`config.mk`:
```
export PLATFORM = sky130hd
export DESIGN_NAME = leb128_decoder
export DESIGN_NICKNAME = d
export VERILOG_FILES = /design/src/rtl/leb128_decoder.sv
export SDC_FILE = /design/constraint.sdc
export NUM_CORES = 1
export LEC_CHECK = 0
export BUFFER_PORTS_ARGS = -buffer_cell sky130_fd_sc_hd__buf_2
export CORE_MARGIN = 1.5
export CORE_UTILIZATION = 58
export DETAILED_ROUTE_END_ITERATION = 8
export PLACE_DENSITY_LB_ADDON = 0.1
export SETUP_SLACK_MARGIN = 0.1
export SLEW_MARGIN = 20
export SYNTH_ARGS = -nofsm -noshare
export SYNTH_HDL_FRONTEND = slang
export SYNTH_SLANG_ARGS = --single-unit
```
`constraint.sdc`:
```
create_clock -name clk -period 4.9 [get_ports clk]
set_input_delay 0.49 -clock clk [delete_from_list [all_inputs] [get_ports clk]]
set_output_delay 0.49 -clock clk [all_outputs]
set_load 0.03 [all_outputs]
```
`src/rtl/leb128_decoder.sv`:
```
// LEB128 immediate decoder: assembles u32/s32/s64/u64 immediates from a byte stream,
// one byte per handshake, and flags over-long or out-of-range encodings.
module leb128_decoder (
  input  logic        clk,
  input  logic        reset,
  input  logic        start,
  input  logic [1:0]  mode,
  input  logic [7:0]  byte_in,
  input  logic        byte_valid,
  output logic        byte_ready,
  output logic        busy,
  output logic        done,
  output logic [63:0] value,
  output logic [3:0]  length,
  output logic [1:0]  error
);

  localparam logic [1:0] S_IDLE   = 2'd0;
  localparam logic [1:0] S_DECODE = 2'd1;
  localparam logic [1:0] S_FINISH = 2'd2;

  localparam logic [1:0] M_U32 = 2'd0;
  localparam logic [1:0] M_S32 = 2'd1;
  localparam logic [1:0] M_S64 = 2'd2;
  localparam logic [1:0] M_U64 = 2'd3;

  localparam logic [1:0] E_OK    = 2'd0;
  localparam logic [1:0] E_LONG  = 2'd1;
  localparam logic [1:0] E_RANGE = 2'd2;

  logic [1:0]  state_q, state_d;
  logic [1:0]  mode_q, mode_d;
  logic [63:0] acc_q, acc_d;
  logic [3:0]  cnt_q, cnt_d;
  logic [63:0] value_q, value_d;
  logic [3:0]  length_q, length_d;
  logic [1:0]  error_q, error_d;

  logic [6:0]  payload;
  logic        cont;
  logic [3:0]  cnt_inc;
  logic [3:0]  max_len;
  logic        at_max;
  logic        is_signed;
  logic [6:0]  sh_cur;
  logic [6:0]  sh_new;
  logic [63:0] acc_new;
  logic [63:0] fill;
  logic [63:0] acc_ext;
  logic [63:0] result;
  logic [1:0]  err_new;

  always_comb begin
    payload   = byte_in[6:0];
    cont      = byte_in[7];
    cnt_inc   = cnt_q + 4'd1;
    max_len   = mode_q[1] ? 4'd10 : 4'd5;
    at_max    = (cnt_inc == max_len);
    is_signed = (mode_q == M_S32) || (mode_q == M_S64);
    sh_cur    = {3'd0, cnt_q} * 7'd7;
    sh_new    = sh_cur + 7'd7;
    acc_new   = acc_q | ({57'd0, payload} << sh_cur);
    // Shift amounts of 64 or more yield zero, so a full-length s64 gets no fill.
    fill      = {64{1'b1}} << sh_new;
    acc_ext   = (is_signed && payload[6]) ? (acc_new | fill) : acc_new;

    case (mode_q)
      M_U32:   result = {32'd0, acc_ext[31:0]};
      M_S32:   result = {{32{acc_ext[31]}}, acc_ext[31:0]};
      default: result = acc_ext;
    endcase

    err_new = E_OK;
    if (at_max) begin
      if (cont) begin
        err_new = E_LONG;
      end else begin
        case (mode_q)
          M_U32:   if (payload[6:4] != 3'b000) err_new = E_RANGE;
          M_S32:   if (payload[6:3] != 4'h0 && payload[6:3] != 4'hF) err_new = E_RANGE;
          M_U64:   if (payload[6:1] != 6'd0) err_new = E_RANGE;
          default: if (payload != 7'h00 && payload != 7'h7F) err_new = E_RANGE;
        endcase
      end
    end
  end

  always_comb begin
    state_d  = state_q;
    mode_d   = mode_q;
    acc_d    = acc_q;
    cnt_d    = cnt_q;
    value_d  = value_q;
    length_d = length_q;
    error_d  = error_q;
    case (state_q)
      S_IDLE: begin
        if (start) begin
          state_d = S_DECODE;
          mode_d  = mode;
          acc_d   = '0;
          cnt_d   = '0;
        end
      end
      S_DECODE: begin
        if (byte_valid) begin
          acc_d = acc_new;
          cnt_d = cnt_inc;
          if (!cont || at_max) begin
            state_d  = S_FINISH;
            value_d  = (err_new == E_OK) ? result : '0;
            length_d = cnt_inc;
            error_d  = err_new;
          end
        end
      end
      S_FINISH: state_d = S_IDLE;
      default:  state_d = S_IDLE;
    endcase
  end

  always_ff @(posedge clk or negedge reset) begin
    if (!reset) begin
      state_q  <= S_IDLE;
      mode_q   <= M_U32;
      acc_q    <= '0;
      cnt_q    <= '0;
      value_q  <= '0;
      length_q <= '0;
      error_q  <= E_OK;
    end else begin
      state_q  <= state_d;
      mode_q   <= mode_d;
      acc_q    <= acc_d;
      cnt_q    <= cnt_d;
      value_q  <= value_d;
      length_q <= length_d;
      error_q  <= error_d;
    end
  end

  assign byte_ready = (state_q == S_DECODE);
  assign busy       = (state_q == S_DECODE);
  assign done       = (state_q == S_FINISH);
  assign value      = value_q;
  assign length     = length_q;
  assign error      = error_q;

endmodule

```
==> summary.md <==
| Metric | Value |
|---|---|
| Run status | finished clean |
| Wirelength, routed | 20,100 microns |
| Final Hold Vio Count | 0 |
| Nets@finish | 841 |
| Synthesis warning total | 0 |
| Crit-path max FO | 31 |
| Number of global-route vias before repair | 5,896 |
| Finished Layout Cells | 965 |
| Synth async-reset ratio | 100% |
| Remaining antenna violation count | 0 |
| Placed Instance Area | 7550 sq um |
| Post-CTS Setup Bufs | 0 |
| Cell count after synthesis | 748 |
| Worst Tran Pin Value | 1.12 ns |
| Antenna Cells | 0 |
| Filler Cells Inserted | 962 |
| Clock H-tree levels | 4 |
| Worst IR Drop VDD | 0.000560 V |
| Insertion delay to the later sink of the worst-skew pair | 0.43 ns |
| DP HPWL | 13,000 microns |
| Tcrit/Tclk final | 91.6% |
| Top cells by area, synth | dfrtp_1 50%, a21oi_1 8.2%, nor2_1 4.3% |
| Setup ws final | 0.413 ns |
| Vias per std cell | 6.53 |
| Clock slew at reported path FFs | 0.06 ns |
| Ratio of cells with drive above 1 in the final layout | 18.5% |
| Syn_area_per_cell | 9.49 sq um |
| Startpoint types | register |
| Syn_nets | 783 |
| DP Cell Count | 934 |
| WP data required | 5.27 ns |
| Rel. slew slack | 24.4% |
| Largest area contributor in the netlist | dfrtp_1 |
| # port buffers | 86 |
| Final Total Pwr | 6.88 mW |
| Clk root buf | clkbuf_16 |
| Power density over the cells | 848 nW/um^2 |
| Largest net degree at the start of global routing | 101 |
| GRT overflow | 0 |
| Initial Util | 59.4% |
| Die W | 114 microns |
| Final setup violation count | 0 |
| Most frequent cells in the layout | 142 x dfrtp_1, 116 x a21oi_1, 85 x buf_2 |
| Area grow syn2layout | 14.2% |
| Min Hold Slack | 0.132 ns |
| RSZ-0062 raised after global routing | false |
| Finished layout cell area | 8110 sq um |
| Fin Setup TNS | 0 ns |
| CTS buffer count | 17 |
| Synth top area share | 50.0% |
| Max-cap viol count | 0 |
| Gpl congestion | 0.918 |
| Drt first pass iters | 7 |
| Core region area | 12,000 sq um |
| Count of cell types in the netlist | 53 |
| Worst-case clock buffer depth | 2 |
| Initial antenna violation count | 0 |
| Fmax | 223 MHz |
| Slew Viols, Final | 0 |
| Commonest non-fill, non-tap cell in the layout | dfrtp_1 |
| Crit. End Element | register |
| Post-CTS sizing | 0 |
| Mapped Area | 7100 sq um |
| Setup CP Type | reg -> reg |
| Die area | 12,900 sq um |
| Worst clock skew | 0.00849 ns |
| Static leakage | 3.81 nW |
| Total GRT Usage | 32.4% |
| CTS tree | done |
| DRC | 0 |
| Final Util | 67.8% |
| FF+latch count, synth | 142 |
| Die Ht | 114 microns |
| Top-level port count | 87 |
| Main synth FF type | dfrtp_1 |
| Post-DR wirelength/cell | 20.8 microns |
| Iteration-0 DRC Markers | 553 |
| Setup slack at placement | 0.448 ns |
| Rows | 40 |
| Post-synth EDFFs | 0 |
| CP arrival | 4.85 ns |
| Sink Count | 142 |
| First-pass GRT wire length | 31,900 microns |
| CTS Hold Bufs | 0 |
| Post-synthesis sequential area ratio | 50.0% |
| DR vias | 6,299 |
| Tmin final | 4.49 ns |
| Min-Delay Path Class | in -> async |
## registers in the layout, summed over array words and instances, names as in the netlist
register and cells:
length 4, error 2, acc_q 64, mode_q 2, value 64, cnt_q 4
state_q 2
## routing by layer
layer	track usage (%)	wire length (microns)
met2	51.6	9570
met3	5.63	1570
met5	0	0
met4	14.5	623
met1	43.9	8350
## logic make-up after synthesis
logic type / count (synthesis) / share of synthesized area [%]
buf+inv: 79 / 5.02
compound gates: 272 / 25.5
xor+xnor: 11 / 1.46
mux: 2 / 0.300
flops: 142 / 50.0
fa+ha+maj: 21 / 4.02
simple gates: 221 / 13.6
## cell usage after synthesis (all sizes together) (2+ instances only)
| library cell | instances |
|---|---|
| a211oi | 10 |
| a21o | 4 |
| a21oi | 117 |
| a221oi | 17 |
| a22o | 33 |
| a31oi | 5 |
| and2 | 7 |
| and3 | 5 |
| buf | 16 |
| clkbuf | 44 |
| dfrtp | 142 |
| fa | 3 |
| ha | 18 |
| inv | 19 |
| nand2 | 80 |
| nand2b | 2 |
| nand3 | 4 |
| nand4 | 3 |
| nor2 | 82 |
| nor2b | 3 |
| nor3 | 25 |
| nor4 | 4 |
| o2111ai | 2 |
| o211ai | 22 |
| o21a | 3 |
| o21ai | 37 |
| o21bai | 2 |
| o221ai | 15 |
| or3 | 3 |
| xnor2 | 7 |
| xor2 | 4 |
## worst max-delay path: stages, from the launching register on
cell,delay [ns]
dfrtp_1,0.67
inv_1,0.21
fa_1,0.54
inv_1,0.04
ha_1,0.18
ha_1,0.38
and2_1,0.18
a221o_1,0.33
or4_4,0.49
a21oi_2,0.42
o221a_2,0.74
a22o_1,0.23
## worst paths after layout
kind                            from        end  slack [ns]  depth (start not counted)
hold / removal                 reset  value[38]        0.13                          1
setup reg to reg            cnt_q[2]  value[61]        0.41                         11
max in group asynchronous      reset  acc_q[11]        3.68                          2
min in group clk             mode[0]  mode_q[0]        0.26                          3
hold reg to reg            value[31]  value[31]        0.48                          2
setup / recovery            cnt_q[2]  value[61]        0.41                         11
## report_power, final
part	switching (mW)	internal, mW	total, mW	leakage, nW
clock	0.474	0.758	1.23	0.279
combinational	2.76	1.16	3.92	1.64
sequential	0.231	1.50	1.73	1.90
total	3.46	3.42	6.88	3.81
## layout make-up
type | count | area [sq um] | share of cell area [%]
flip-flops and latches | 142 | 3550 | 43.8
multi-input cells | 527 | 3210 | 39.5
repair buffers | 99 | 534 | 6.59
clock buffers | 25 | 505 | 6.23
well taps | 147 | 184 | 2.27
inverters | 19 | 71.3 | 0.879
clock inverters | 6 | 57.6 | 0.710
(Power assumes the default switching activity.)
